--- src/rtl/cla_pkg.sv ---
// Shared types and helpers for the pipelined carry-lookahead adder/subtractor.
// Holds the flag bundle, the groups-per-stage helper and the saturation constants.
package cla_pkg;

  typedef struct packed {
    logic z;
    logic n;
    logic v;
    logic c;
  } alu_flags_t;

  localparam int MAX_W = 64;

  function automatic int num_groups_per_stage(input int width, input int group, input int stages);
    return width / (group * stages);
  endfunction

  localparam int NUM_GROUPS_PER_STAGE = num_groups_per_stage(16, 4, 2);

  // Positive clamp is 0x7F..F, negative clamp is 0x80..0, both in the low `width` bits.
  function automatic logic [MAX_W-1:0] sat_value(input logic sign, input int width);
    logic [MAX_W-1:0] msb;
    msb = MAX_W'(1) << (width - 1);
    return sign ? msb : (msb - MAX_W'(1));
  endfunction

endpackage

--- src/rtl/cla_group.sv ---
// One GROUP-bit carry-lookahead group: bit sums plus group propagate/generate,
// the group carry-out and the carry entering its top bit (needed for overflow).
module cla_group #(
  parameter int GROUP = 4
) (
  input  logic [GROUP-1:0] a,
  input  logic [GROUP-1:0] b,
  input  logic             cin,
  output logic [GROUP-1:0] s,
  output logic             p,
  output logic             g,
  output logic             cout,
  output logic             c_msb_in
);

  logic [GROUP-1:0] pb;
  logic [GROUP-1:0] gb;
  logic [GROUP:0]   c;
  logic             g_acc;

  assign pb = a ^ b;
  assign gb = a & b;

  always_comb begin
    c     = '0;
    g_acc = 1'b0;
    c[0]  = cin;
    for (int i = 0; i < GROUP; i++) begin
      c[i+1] = gb[i] | (pb[i] & c[i]);
      g_acc  = gb[i] | (pb[i] & g_acc);
    end
  end

  assign s        = pb ^ c[GROUP-1:0];
  assign p        = &pb;
  assign g        = g_acc;
  assign cout     = c[GROUP];
  assign c_msb_in = c[GROUP-1];

endmodule

--- src/rtl/cla_addsub_pipe.sv ---
// Pipelined WIDTH-bit carry-lookahead adder/subtractor with valid/ready and Z/N/V/C flags.
// Define SATURATE_EN to clamp overflowing results to the signed min/max in the last stage.
module cla_addsub_pipe
  import cla_pkg::*;
#(
  parameter int WIDTH  = 16,
  parameter int GROUP  = 4,
  parameter int STAGES = 2
) (
  input  logic             clk,
  input  logic             rst,
  input  logic             in_valid,
  output logic             in_ready,
  input  logic [WIDTH-1:0] a,
  input  logic [WIDTH-1:0] b,
  input  logic             sub,
  output logic             out_valid,
  input  logic             out_ready,
  output logic [WIDTH-1:0] result,
  output logic             flag_z,
  output logic             flag_n,
  output logic             flag_v,
  output logic             flag_c
);

  localparam int SW = WIDTH / STAGES;
  localparam int NG = num_groups_per_stage(WIDTH, GROUP, STAGES);
  localparam int PR = (STAGES > 1) ? STAGES - 1 : 1;

  if ((STAGES < 1) || (WIDTH % (GROUP * STAGES) != 0) || (STAGES > WIDTH / GROUP) ||
      (WIDTH > MAX_W)) begin : g_bad_cfg
    $error("cla_addsub_pipe: illegal WIDTH/GROUP/STAGES combination");
  end

`ifdef SATURATE_EN
  function automatic logic [WIDTH-1:0] saturate(input logic [WIDTH-1:0] raw,
                                                input logic ovf, input logic sign);
    return ovf ? WIDTH'(sat_value(sign, WIDTH)) : raw;
  endfunction
`endif

  logic                         adv;
  logic [STAGES-1:0]            vld_q, vld_d;
  logic [PR-1:0][WIDTH-1:0]     a_q, a_d, bx_q, bx_d, sum_q, sum_d;
  logic [PR-1:0]                cy_q, cy_d;
  logic [STAGES-1:0][WIDTH-1:0] a_in, bx_in, sum_in;
  logic [STAGES-1:0]            cin_in;
  logic [WIDTH-1:0]             result_q, result_d;
  alu_flags_t                   flags_q, flags_d;

  // A stalled output freezes the whole pipe, so bubbles never collapse.
  assign adv      = !vld_q[STAGES-1] || out_ready;
  assign in_ready = adv;

  assign vld_d[0] = in_valid;
  if (STAGES > 1) begin : g_vld_chain
    assign vld_d[STAGES-1:1] = vld_q[STAGES-2:0];
  end else begin : g_single
    assign a_d   = '0;
    assign bx_d  = '0;
    assign sum_d = '0;
    assign cy_d  = '0;
  end

  for (genvar s = 0; s < STAGES; s++) begin : g_stage
    logic [NG:0]      gc;
    logic [NG-1:0]    gp, gg, gco, gcm;
    logic [SW-1:0]    ssum;
    logic [WIDTH-1:0] stage_sum;

    if (s == 0) begin : g_in
      assign a_in[0]   = a;
      assign bx_in[0]  = b ^ {WIDTH{sub}};
      assign cin_in[0] = sub;
      assign sum_in[0] = '0;
    end else begin : g_in
      assign a_in[s]   = a_q[s-1];
      assign bx_in[s]  = bx_q[s-1];
      assign cin_in[s] = cy_q[s-1];
      assign sum_in[s] = sum_q[s-1];
    end

    // Group carries inside the slice come from group P/G, not from group ripple.
    assign gc[0] = cin_in[s];
    for (genvar j = 0; j < NG; j++) begin : g_grp
      cla_group #(.GROUP(GROUP)) u_grp (
        .a        (a_in[s][s*SW + j*GROUP +: GROUP]),
        .b        (bx_in[s][s*SW + j*GROUP +: GROUP]),
        .cin      (gc[j]),
        .s        (ssum[j*GROUP +: GROUP]),
        .p        (gp[j]),
        .g        (gg[j]),
        .cout     (gco[j]),
        .c_msb_in (gcm[j])
      );
      assign gc[j+1] = gg[j] | (gp[j] & gc[j]);
    end

    always_comb begin
      stage_sum              = sum_in[s];
      stage_sum[s*SW +: SW]  = ssum;
    end

    if (s == STAGES - 1) begin : g_last
      logic             ovf;
      logic [WIDTH-1:0] res;
      assign ovf = gc[NG] ^ gcm[NG-1];
`ifdef SATURATE_EN
      assign res = saturate(stage_sum, ovf, a_in[s][WIDTH-1]);
`else
      assign res = stage_sum;
`endif
      assign result_d = res;
      assign flags_d  = alu_flags_t'{z: (res == '0), n: res[WIDTH-1], v: ovf, c: gc[NG]};
    end else begin : g_mid
      assign a_d[s]   = a_in[s];
      assign bx_d[s]  = bx_in[s];
      assign cy_d[s]  = gc[NG];
      assign sum_d[s] = stage_sum;
    end
  end

  // Control and visible outputs: cleared asynchronously.
  always_ff @(posedge clk or posedge rst) begin
    if (rst) begin
      vld_q    <= '0;
      result_q <= '0;
      flags_q  <= '0;
    end else if (adv) begin
      vld_q    <= vld_d;
      result_q <= result_d;
      flags_q  <= flags_d;
    end
  end

  // Inter-stage datapath: operands, partial sums and slice carries.
  always_ff @(posedge clk) begin
    if (adv) begin
      a_q   <= a_d;
      bx_q  <= bx_d;
      sum_q <= sum_d;
      cy_q  <= cy_d;
    end
  end

  assign out_valid = vld_q[STAGES-1];
  assign result    = result_q;
  assign flag_z    = flags_q.z;
  assign flag_n    = flags_q.n;
  assign flag_v    = flags_q.v;
  assign flag_c    = flags_q.c;

endmodule

--- config.mk ---
export PLATFORM = sky130hd
export DESIGN_NAME = cla_addsub_pipe
export DESIGN_NICKNAME = d
export VERILOG_FILES = /design/src/rtl/cla_pkg.sv /design/src/rtl/cla_group.sv /design/src/rtl/cla_addsub_pipe.sv
export SDC_FILE = /design/constraint.sdc
export NUM_CORES = 1
export LEC_CHECK = 0
export ABC_AREA = 1
export CAP_MARGIN = 20
export CORE_ASPECT_RATIO = 0.7
export CORE_UTILIZATION = 55
export CTS_BUF_LIST = sky130_fd_sc_hd__clkbuf_8
export CTS_CLUSTER_SIZE = 40
export DETAILED_ROUTE_END_ITERATION = 8
export MAX_ROUTING_LAYER = met4
export PLACE_DENSITY = 0.85
export SETUP_SLACK_MARGIN = 0.3
export SLEW_MARGIN = 30
export SYNTH_ARGS = -nofsm -noshare
export SYNTH_HDL_FRONTEND = slang
export SYNTH_SLANG_ARGS = --single-unit
--- constraint.sdc ---
create_clock -name clk -period 6.3 [get_ports clk]
set_input_delay 1.89 -clock clk [delete_from_list [all_inputs] [get_ports clk]]
set_output_delay 1.89 -clock clk [all_outputs]
set_load 0.01 [all_outputs]
### Word level (Yosys, flattened, before mapping)

Index checks and enable logic that the tools add are counted.

* bitwise operators: 70
* reductions and logical operators: 7

Operator list (number)
* 4-bit bitwise XOR: 8
* 1-bit AND: 28
* 1-bit OR: 28
* 4-bit AND: 4
* 16-bit zero test: 1
* 4-bit AND reduction: 4
* 16-bit bitwise XOR: 1
* 1-bit zero test: 1
* 1-bit logical OR: 1
* 1-bit bitwise XOR: 1

* flip-flop bits (word level): 63
* input port bits: 37
* word-level logic and storage cells: 87

### Depth between registers and ports, before layout

Gate-level depths: netlist of the first run.

* depth after elaboration: 16
* depth in mapped cells: 13

### Hierarchy

Synthesis of the first run repeated with hierarchy kept, for this count alone.

* cells, all modules: 268
* area, all modules: 2691.3 um2

By module, submodules not included
* cla_addsub_pipe: instances 1, cells an instance 155, area each 1849.3 um2, seq. area each 1276.2 um2
* cla_group at g_stage[0].g_grp[1].u_grp ...: instances 2, cells an instance 28, area each 209.0 um2, seq. area each 0.0 um2
* cla_group at g_stage[0].g_grp[0].u_grp: instances 1, cells an instance 29, area each 216.5 um2, seq. area each 0.0 um2
* cla_group at g_stage[1].g_grp[1].u_grp: instances 1, cells an instance 28, area each 207.7 um2, seq. area each 0.0 um2

### Worst setup path after synthesis of the first run

Ideal clock, no wire load.

* kind: in2reg
* from: input port sub
* to: register sum_q[7] (netlist name) (data pin)
* arrival time: 4.344 ns
* data required time: 6.042 ns
* path slack: 1.698 ns
* cell stages on the path: 13
* buffers on the path: 2
* cell sequence: buf_4 > buf_4 > xor2_1 > ha_1 > nand2_1 > inv_1 > nand4_1 > nand3_1 > inv_1 > fa_1 > fa_1 > fa_1 > xnor2_1

* word-level cells in the longest chain between the ends: 16

RTL lines
* start, declared: line cla_addsub_pipe.sv:16 `input logic sub,`
* 16-bit bitwise XOR: line cla_addsub_pipe.sv:73 `assign bx_in[0] = b ^ {WIDTH{sub}};`
* 4-bit bitwise XOR / 4-bit AND (equally long branches): line cla_group.sv:21, cla_group.sv:22
* 1-bit AND: line cla_group.sv:30 `g_acc = gb[i] | (pb[i] & g_acc);`
* 1-bit OR: line cla_group.sv:30
* 1-bit AND: line cla_group.sv:30
* 1-bit OR: line cla_group.sv:30
* 1-bit AND: line cla_group.sv:30
* 1-bit OR: line cla_group.sv:30
* 1-bit OR: line cla_addsub_pipe.sv:96 `assign gc[j+1] = gg[j] | (gp[j] & gc[j]);`
* 1-bit AND: line cla_group.sv:29 `c[i+1] = gb[i] | (pb[i] & c[i]);`
* 1-bit OR: line cla_group.sv:29
* 1-bit AND: line cla_group.sv:29
* 1-bit OR: line cla_group.sv:29
* 1-bit AND: line cla_group.sv:29
* 1-bit OR: line cla_group.sv:29
* 4-bit bitwise XOR (*): line cla_group.sv:34 `assign s = pb ^ c[GROUP-1:0];`
* named net g_stage[0].g_grp[1].u_grp.s[3]: line cla_group.sv:9 `output logic [GROUP-1:0] s,`
* end signal, assigned: line cla_addsub_pipe.sv:141 `sum_q <= sum_d;`
* end, declared: line cla_addsub_pipe.sv:44 `logic [PR-1:0][WIDTH-1:0] a_q, a_d, bx_q, bx_d, sum_q, sum_d;`

The timed path passes the listed nets; every way through them passes the cells marked *.
A chain may end at the register's enable or synchronous reset.

### Worst setup path after layout of the first run

* from: input port out_ready
* to: output port in_ready

* word-level cells in the longest chain between the ends: 1

RTL lines
* start, declared: line cla_addsub_pipe.sv:18 `input logic out_ready,`
* 1-bit logical OR: line cla_addsub_pipe.sv:52 `assign adv = !vld_q[STAGES-1] || out_ready;`
* end, declared: line cla_addsub_pipe.sv:13 `output logic in_ready,`

No other way between the ends.

==> results of run 1 <==
==> critical path, stage by stage <==
cell	delay, ps
clkdlybuf4s50_1	470
nor2_2	40
buf_4	200
inv_2	90
clkdlybuf4s50_1	530
==> registers in the layout, summed over array words and instances (netlist names) <==
| name | count |
|---|---|
| bx_q | 8 |
| vld_q | 2 |
| flag_z | 1 |
| flag_v | 1 |
| result | 16 |
| a_q | 8 |
| flag_c | 1 |
| cy_q | 1 |
| sum_q | 8 |
==> kinds of logic (layout without fill, tap and decap cells) <==
family | count (synthesis) | after routing | share of synthesized area [%]
adder cells (fa/ha/maj) | 27 | 27 | 16.9
multiplexers | 1 | 1 | 0.403
XOR/XNOR | 21 | 21 | 7.40
flip-flops | 46 | 46 | 51.4
buffers and inverters | 42 | 104 | 6.95
AND/OR/NAND/NOR | 93 | 93 | 15.1
AO/OA/AOI/OAI | 9 | 9 | 1.91
==> placed cells by master, fill, tap and decap left out, drive strengths merged, types with 6 or more instances in the layout <==
cell type and count:
nand2 77, fa 11, xnor2 7, xor2 14
nor2 6, dfrtp 21, clkdlybuf4s50 58, inv 37
edfxtp 25, ha 16
==> metrics by stage <==
step / util (%) / area [sq um]
after CTS: 74.4 / 3220
after floorplan: - / 2480
after global placement: 72.0 / 3120
final: 74.4 / 3220
after global routing: 74.4 / 3220
after detailed placement: 72.0 / 3120
==> area by class of cell <==
| type | instances | area (sq um) | area share [%] |
|---|---|---|---|
| Clock buffer | 5 | 68.8 | 2.14 |
| Multi-Input combinational cell | 151 | 1040 | 32.2 |
| Timing Repair Buffer | 61 | 603 | 18.7 |
| Sequential cell | 46 | 1280 | 39.6 |
| Clock inverter | 3 | 37.5 | 1.17 |
| Tap cell | 55 | 68.8 | 2.14 |
| Inverter | 35 | 131 | 4.08 |
==> layer usage <==
| layer | vias to the layer above | track usage (%) | wire length (um) |
|---|---|---|---|
| li1 | 871 | - | - |
| met1 | 821 | 28.1 | 2160 |
| met2 | 57 | 33.1 | 1920 |
| met3 | 7 | 3.78 | 217 |
| met4 | 0 | 9.02 | 76 |
| met5 | - | - | 0 |
==> worst max path at each step <==
stage / from / depth (start not counted) / endpoint
after CTS: out_ready / 5 / in_ready
after detailed placement: sub / 13 / sum_q[7]
after floorplan: sub / 13 / sum_q[7]
after global routing: sub / 13 / sum_q[7]
after global placement: sub / 13 / sum_q[7]
final: out_ready / 5 / in_ready
==> power groups by stage <==
stage | Sequential (mW) | Clock (mW) | Combinational [mW]
final | 0.435 | 0.207 | 0.313
after global routing | 0.443 | 0.221 | 0.352
after CTS | 0.436 | 0.212 | 0.317
after detailed placement | 0.441 | 0 | 0.315
after global placement | 0.438 | 0 | 0.305
after floorplan | 0.452 | 0 | 0.150
==> flow_summary.json, run 1 <==
{
  "drc": 0,
  "r2r-end": "flag_z",
  "cts_tree": "built",
  "cts_setup_buffers": 0,
  "fin_crit_sh_pct": 81.2,
  "synth_top_cell_area_share_pct": 30.2,
  "clk_path_buf_depth": 2,
  "cts_max_level": 2,
  "seqPwrFrac_pct": 45.6,
  "cts.clk_slew.worst_paths_ps": 80,
  "intPower_mw": 0.674,
  "synth_fp_nets": 303,
  "drt-total-wl_mm": 4.38,
  "hold_violations": 0,
  "crit_fanout": 23,
  "hold_path_class": "reg -> reg",
  "avgSynthCellArea_sq_um": 10.4,
  "nFillCells": 306,
  "setup_ws_ps": 1180,
  "dr.pass1.iters": 5,
  "drv_cap": 0,
  "criticalPathCategory": "in -> out",
  "worstHoldEndpoint": "result[2]",
  "synthesis.area_sq_mm": 0.00248,
  "synth_edf_count": 25,
  "synth.most_common_cell": "nand2_1",
  "grt_max_degree": 46,
  "rows": 20,
  "netSwitchingFraction_pct": 29.4,
  "rsz0062_at_grt": "false",
  "synth-seq-area-share_pct": 51.4,
  "first_global_vias": 1655,
  "ios": 59,
  "cts_buffers": 5,
  "cp.required_ps": 4410,
  "coreArea_sq_mm": 0.00433,
  "nets": 364,
  "dieArea_sq_mm": 0.00480,
  "reg2regPathDepth": 13,
  "place_congestion": 0.863,
  "syn_inst": 239,
  "setup_viol": 0,
  "yosysTopAreaCell": "edfxtp_1",
  "cp.arrival_ps": 3230,
  "place_ws_ps": 921,
  "die_h_um": 58.2,
  "synth_flop_cell": "edfxtp_1",
  "ir_drop_mv": 0.192,
  "root_buffer": "clkbuf_8",
  "grt-ovfl-total": 0,
  "antenna_found_initial": 0,
  "fin_cells": 356,
  "pwr-share-comb_pct": 32.7,
  "cts_sinks": 46,
  "yosysUniqueCellTypes": 24,
  "vias_per_cell": 4.93,
  "cp-start-kind": "input port",
  "cts_resized": 0,
  "slew-limit-headroom_pct": 49.6,
  "drtIter0Drc": 135,
  "r2r_slack_ps": 3340,
  "layout-drive-gt1-share_pct": 3.99,
  "setup_tns_ps": 0,
  "port_buffers": 58,
  "power_density_mw_per_mm2": 296,
  "synthTopCellsByCount": "nand2_1 (77), inv_1 (34), edfxtp_1 (25)",
  "ys_ff_latch": 46,
  "finalClockSkew_ps": 12.5,
  "detail-route-antenna-nets": 0,
  "drv_slew": 0,
  "vias": 1756,
  "die_w_um": 82.3,
  "holdCritStartpoint": "sum_q[2]",
  "start_util_pct": 57.4,
  "period_needed_ps": 5120,
  "wl_per_cell_um": 12.3,
  "power.switching_mw": 0.281,
  "total_power_mw": 0.955,
  "antenna_cells": 0,
  "fmax_mhz": 195,
  "whs_ps": 462,
  "ys_top_cells_by_area": "edfxtp_1 (30%), dfrtp_1 (21%), nand2_1 (12%)",
  "yosysWarnings": 0,
  "async_flop_share_pct": 45.7,
  "clk_latency_ps": 300,
  "area_delta_synth_final_pct": 29.7,
  "cts.hold.buffers_added": 0,
  "status": "complete, no violations",
  "p_leak_nw": 1.52,
  "dp_hpwl_mm": 3.48,
  "r2r-start": "a_q[9]",
  "grt_pass1_wl_mm": 7.22,
  "hold_path_depth": 2,
  "dpl.cell_count": 348,
  "grtUsageTotal_pct": 21.4,
  "pwr-share-clk_pct": 21.7,
  "end_kind": "output pin",
  "worst_pin_slew_ps": 755
}
No activity file was read; power rests on OpenSTA's default activity.
==> run 2, diff against run 1 <==
--- a/config.mk
+++ b/config.mk
@@ -8,12 +8,12 @@
 export ABC_AREA = 1
 export CAP_MARGIN = 20
 export CORE_ASPECT_RATIO = 0.7
-export CORE_UTILIZATION = 55
+export CORE_UTILIZATION = 46
 export CTS_BUF_LIST = sky130_fd_sc_hd__clkbuf_8
 export CTS_CLUSTER_SIZE = 40
 export DETAILED_ROUTE_END_ITERATION = 8
 export MAX_ROUTING_LAYER = met4
-export PLACE_DENSITY = 0.85
+export PLACE_DENSITY = 0.76
 export SETUP_SLACK_MARGIN = 0.3
 export SLEW_MARGIN = 30
 export SYNTH_ARGS = -nofsm -noshare
==> constraint.sdc (replaced) <==
create_clock -name clk -period 4.2 [get_ports clk]
set_input_delay 1.26 -clock clk [delete_from_list [all_inputs] [get_ports clk]]
set_output_delay 1.26 -clock clk [all_outputs]
set_load 0.01 [all_outputs]
==> flow_summary.json, run 2 (synthesis results as in run 1) <==
{
  "reg2regPathDepth": 13,
  "final_common_cell": "nand2_1",
  "first_global_vias": 1712,
  "wl_per_cell_um": 12.2,
  "cts.hold.buffers_added": 0,
  "intPower_mw": 1.02,
  "pwr-share-comb_pct": 33.3,
  "cp.required_ps": 4260,
  "cts.clk_slew.worst_paths_ps": 80,
  "cp_common_cell": "fa_2",
  "clk_path_buf_depth": 2,
  "status": "complete, no violations",
  "grtUsageTotal_pct": 18.4,
  "cp.arrival_ps": 3860,
  "fmax_mhz": 263,
  "detail-route-antenna-nets": 0,
  "seqPwrFrac_pct": 44.9,
  "utilization_pct": 67.0,
  "drv_cap": 0,
  "cp-start-kind": "input port",
  "ios": 59,
  "drtIter0Drc": 74,
  "period_needed_ps": 3810,
  "crit_fanout": 3,
  "ff_latch_area_sq_mm": 0.00128,
  "grt_pass1_wl_mm": 7.97,
  "area_delta_synth_final_pct": 34.6,
  "grt-ovfl-total": 0,
  "criticalPathCategory": "in -> reg",
  "drv_slew": 0,
  "ir_drop_mv": 0.176,
  "root_buffer": "clkbuf_8",
  "vias": 1768,
  "r2r_slack_ps": 1240,
  "power_density_mw_per_mm2": 436,
  "drt-total-wl_mm": 4.60,
  "dieArea_sq_mm": 0.00570,
  "dr.pass1.iters": 4,
  "nets": 371,
  "r2r-start": "a_q[9]",
  "rsz0062_at_grt": "false",
  "cts_max_level": 2,
  "layout-drive-gt1-share_pct": 10.7,
  "crit_end": "sum_q[6]",
  "hold_path_class": "reg -> reg",
  "dpl_cell_area_sq_mm": 0.00319,
  "coreArea_sq_mm": 0.00499,
  "die_h_um": 63.5,
  "fin_crit_sh_pct": 90.6,
  "cts_buffers": 5,
  "p_leak_nw": 1.58,
  "place_congestion": 0.798,
  "drc": 0,
  "power.switching_mw": 0.434,
  "finalClockSkew_ps": 6.21,
  "crit_path_top_delay_cell": "fa_2",
  "holdCritStartpoint": "vld_q[0]",
  "die_w_um": 89.8,
  "antenna_cells": 0,
  "worst_pin_slew_ps": 768,
  "clk_latency_ps": 300,
  "cts_sinks": 46,
  "slew-limit-headroom_pct": 48.7,
  "largest_reg_flops": 16,
  "start_util_pct": 49.8,
  "vias_per_cell": 4.69,
  "cts_setup_buffers": 0,
  "netSwitchingFraction_pct": 29.8,
  "total_power_mw": 1.46,
  "port_buffers": 58,
  "rows": 21,
  "r2r-end": "flag_z",
  "end_kind": "flop",
  "antenna_found_initial": 0,
  "max_stage_delay_ps": 560,
  "multiInputGateArea_sq_mm": 0.00109,
  "final_cell_mix": "nand2_1 (77), clkdlybuf4s50_1 (53), inv_1 (31), edfxtp_1 (25), dfrtp_1 (21)",
  "grt_max_degree": 46,
  "path_cells": "clkdlybuf4s50_1 -> xor2_1 -> ha_1 -> nand4_1 -> nand3_2 -> inv_2 -> fa_2 -> fa_2 -> fa_2 -> inv_1",
  "pwr-share-clk_pct": 21.7,
  "setup_viol": 0,
  "fin_area_sq_mm": 0.00334,
  "hold_violations": 0,
  "cts_tree": "built",
  "nFillCells": 404,
  "startpoint": "b[3]",
  "dp_hpwl_mm": 3.50
}
==> run 2: cell types whose count changed in the layout (fill, tap and decap cells not counted), sizes merged <==
cell           before  now
dlymetal6s2s        0    2
inv                37   35
buf                 3   10
clkdlybuf4s50      58   53
clkbuf              5    6
dlygate4sd2         0    2
clkinv              0    2
==> run 2: repair_timing <==
| item | 4_1_cts | 5_1_grt |
|---|---|---|
| resized for setup | 10 | 7 |
| pin swaps | 9 | 3 |
| setup endpoints to repair | 2 | 2 |
==> run 2: critical path: cells and delay by family <==
kind          cells  cell delay, ps
xor+xnor          1             150
fa+ha+maj         4            1690
simple gates      2             250
buf+inv           3             510
==> run 2: final cells by class <==
cell class	count	area share, %
clock buffer	5	2.06
clock inverter	3	1.20
inverter	35	3.93
multi-input combinational	151	32.5
sequential	46	38.2
tap	69	2.58
timing repair buffer	68	19.5
==> run 2: routing by layer <==
layer	global-route usage, %	up-vias	share of wire (%)
met5	-	-	0
met1	24.1	817	49
met4	5.53	0	1.2
met3	4.47	7	6.0
met2	28.5	61	44
li1	-	883	-
==> run 2: worst min path at each step <==
| stage | to | slack [ps] | depth (start not counted) |
|---|---|---|---|
| 6_report | vld_q[1] | 460 | 2 |
| 5_1_grt | vld_q[1] | 490 | 2 |
| 3_5_place_dp | vld_q[1] | 450 | 2 |
| 3_3_place_gp | vld_q[1] | 430 | 2 |
| 2_1_floorplan | vld_q[1] | 420 | 2 |
| 4_1_cts | vld_q[1] | 470 | 2 |
==> run 2: through the flow <==
step	setup TNS [ps]	hold slack [ps]	setup slack, ps	instances
floorplan	0	423	308	239
global placement	-243	426	-123	369
detailed placement	-545	446	-277	369
CTS	0	467	306	377
global route	0	485	303	377
finish	0	463	394	377
==> run 2: power by group through the flow <==
stage               Combinational (mW)  Clock (mW)  Sequential [mW]
floorplan                        0.226           0            0.679
global placement                 0.466           0            0.662
detailed placement               0.482           0            0.662
CTS                              0.491       0.326            0.655
global route                     0.544       0.346            0.670
finish                           0.486       0.317            0.654
==> run 3, diff against run 2 <==
--- a/config.mk
+++ b/config.mk
@@ -7,13 +7,15 @@
 export LEC_CHECK = 0
 export ABC_AREA = 1
 export CAP_MARGIN = 20
+export CELL_PAD_IN_SITES_DETAIL_PLACEMENT = 0
+export CELL_PAD_IN_SITES_GLOBAL_PLACEMENT = 1
 export CORE_ASPECT_RATIO = 0.7
-export CORE_UTILIZATION = 46
+export CORE_UTILIZATION = 36
 export CTS_BUF_LIST = sky130_fd_sc_hd__clkbuf_8
 export CTS_CLUSTER_SIZE = 40
 export DETAILED_ROUTE_END_ITERATION = 8
 export MAX_ROUTING_LAYER = met4
-export PLACE_DENSITY = 0.76
+export PLACE_DENSITY = 0.77
 export SETUP_SLACK_MARGIN = 0.3
 export SLEW_MARGIN = 30
 export SYNTH_ARGS = -nofsm -noshare
==> flow_summary.json, run 3 (synthesis results as in run 1) <==
{
  "antenna_found_initial": 0,
  "rsz0062_at_grt": "false",
  "criticalPathCategory": "in -> reg",
  "path_cells": "dlygate4sd2_1 -> xnor2_2 -> inv_1 -> ha_4 -> inv_1 -> o21bai_1 -> nand2_1 -> nand3_2 -> inv_2 -> fa_2 -> fa_2 -> fa_1 -> xnor2_1",
  "seqPwrFrac_pct": 46.3,
  "grt_pass1_wl_mm": 7.97,
  "grtUsageTotal_pct": 15.2,
  "power.switching_mw": 0.427,
  "ir_drop_mv": 0.155,
  "netSwitchingFraction_pct": 30.4,
  "rows": 24,
  "finalClockSkew_ps": 8.35,
  "start_util_pct": 38.5,
  "cp.required_ps": 4240,
  "crit_path_top_delay_cell": "fa_1",
  "intPower_mw": 0.979,
  "cts_max_level": 2,
  "layout-drive-gt1-share_pct": 9.68,
  "clk_path_buf_depth": 2,
  "clk_latency_ps": 290,
  "pwr-share-comb_pct": 34.8,
  "final_common_cell": "nand2_1",
  "area_delta_synth_final_pct": 35.3,
  "ios": 59,
  "dieArea_sq_mm": 0.00724,
  "cp.arrival_ps": 3840,
  "power_density_mw_per_mm2": 418,
  "grt_max_degree": 46,
  "port_buffers": 58,
  "p_leak_nw": 1.58,
  "cp-start-kind": "input port",
  "period_needed_ps": 3790,
  "setup_ws_ps": 407,
  "drv_slew": 0,
  "die_h_um": 71.5,
  "drc": 0,
  "fmax_mhz": 264,
  "grt-ovfl-total": 0,
  "status": "complete, no violations",
  "vias": 1719,
  "antenna_cells": 0,
  "coreArea_sq_mm": 0.00646,
  "max_stage_delay_ps": 440,
  "fin_crit_sh_pct": 90.3,
  "dr.pass1.iters": 4,
  "cts_sinks": 46,
  "crit_fanout": 2,
  "whs_ps": 456,
  "nets": 373,
  "setup_viol": 0,
  "drtIter0Drc": 87,
  "vias_per_cell": 4.29,
  "hold_violations": 0,
  "wl_per_cell_um": 12.2,
  "hold_path_class": "reg -> reg",
  "pwr-share-clk_pct": 18.8,
  "dp_hpwl_mm": 3.85,
  "cts_buffers": 5,
  "place_congestion": 0.794,
  "end_kind": "flop",
  "drv_cap": 0,
  "detail-route-antenna-nets": 0,
  "final_cell_mix": "nand2_1 (77), clkdlybuf4s50_1 (54), inv_1 (35), edfxtp_1 (25), dfrtp_1 (21)",
  "root_buffer": "clkbuf_8",
  "cts.clk_slew.worst_paths_ps": 80,
  "cts_tree": "built",
  "place_ws_ps": -224,
  "largest_reg_flops": 16,
  "slew-limit-headroom_pct": 47.4,
  "drt-total-wl_mm": 4.89,
  "worst_pin_slew_ps": 788,
  "first_global_vias": 1606,
  "die_w_um": 101
}
run 3: path summary, 6_finish.rpt:
path / startpoint / endpoint / slack (ps) / depth (start not counted)
min reg2reg: vld_q[0] / vld_q[1] / 460 / 2
max reg2reg: a_q[10] / flag_z / 1290 / 13
min in group asynchronous: rst / vld_q[1] / 1420 / 2
min: vld_q[0] / vld_q[1] / 460 / 2
max: b[2] / sum_q[7] / 410 / 13
max in group asynchronous: rst / result[1] / 2290 / 2
run 3: repair_timing:
| action | 4_1_cts | 5_1_grt |
|---|---|---|
| setup buffers | 2 | 0 |
| endpoints found under the setup margin | 2 | 2 |
| pin swaps | 9 | 2 |
| hold buffers | 0 | 0 |
| resized for setup | 8 | 5 |
run 3: layer usage:
layer / up-vias / GRT usage, % / wire length, um
li1: 887 / - / -
met1: 771 / 21.8 / 2500
met2: 57 / 21.2 / 2090
met3: 4 / 3.22 / 245
met4: 0 / 5.31 / 58
met5: - / - / 0
run 3: worst max-delay path, delay by kind of cell:
family	cells	cell delay [ps]
fa+ha+maj	4	1510
compound gates	1	150
simple gates	2	150
buf+inv	4	450
xor+xnor	2	310
run 3: power groups by stage:
stage | sequential, mW | clock, mW | combinational [mW]
floorplan | 0.679 | 0 | 0.226
global placement | 0.660 | 0 | 0.477
detailed placement | 0.663 | 0 | 0.486
CTS | 0.654 | 0.274 | 0.494
global route | 0.664 | 0.297 | 0.550
finish | 0.651 | 0.265 | 0.490
run 3: cell type report:
cell class,count,area (sq um)
clock inverters,2,7.51
multi-input cells,151,1090
well taps,91,114
inverters,35,131
clock buffers,6,82.6
repair buffers,70,666
fillers,588,3090
flip-flops and latches,46,1280
run 3: metrics by stage:
stage | power (mW) | cells | cell area (sq um) | setup TNS [ps] | util (%)
2_1_floorplan | 0.905 | 239 | 2490 | 0 | -
3_3_place_gp | 1.14 | 391 | 3220 | -249 | 49.8
6_report | 1.41 | 401 | 3360 | 0 | 52.1
3_5_place_dp | 1.15 | 391 | 3220 | -440 | 49.8
5_1_grt | 1.51 | 401 | 3360 | 0 | 52.1
4_1_cts | 1.42 | 401 | 3350 | 0 | 51.9
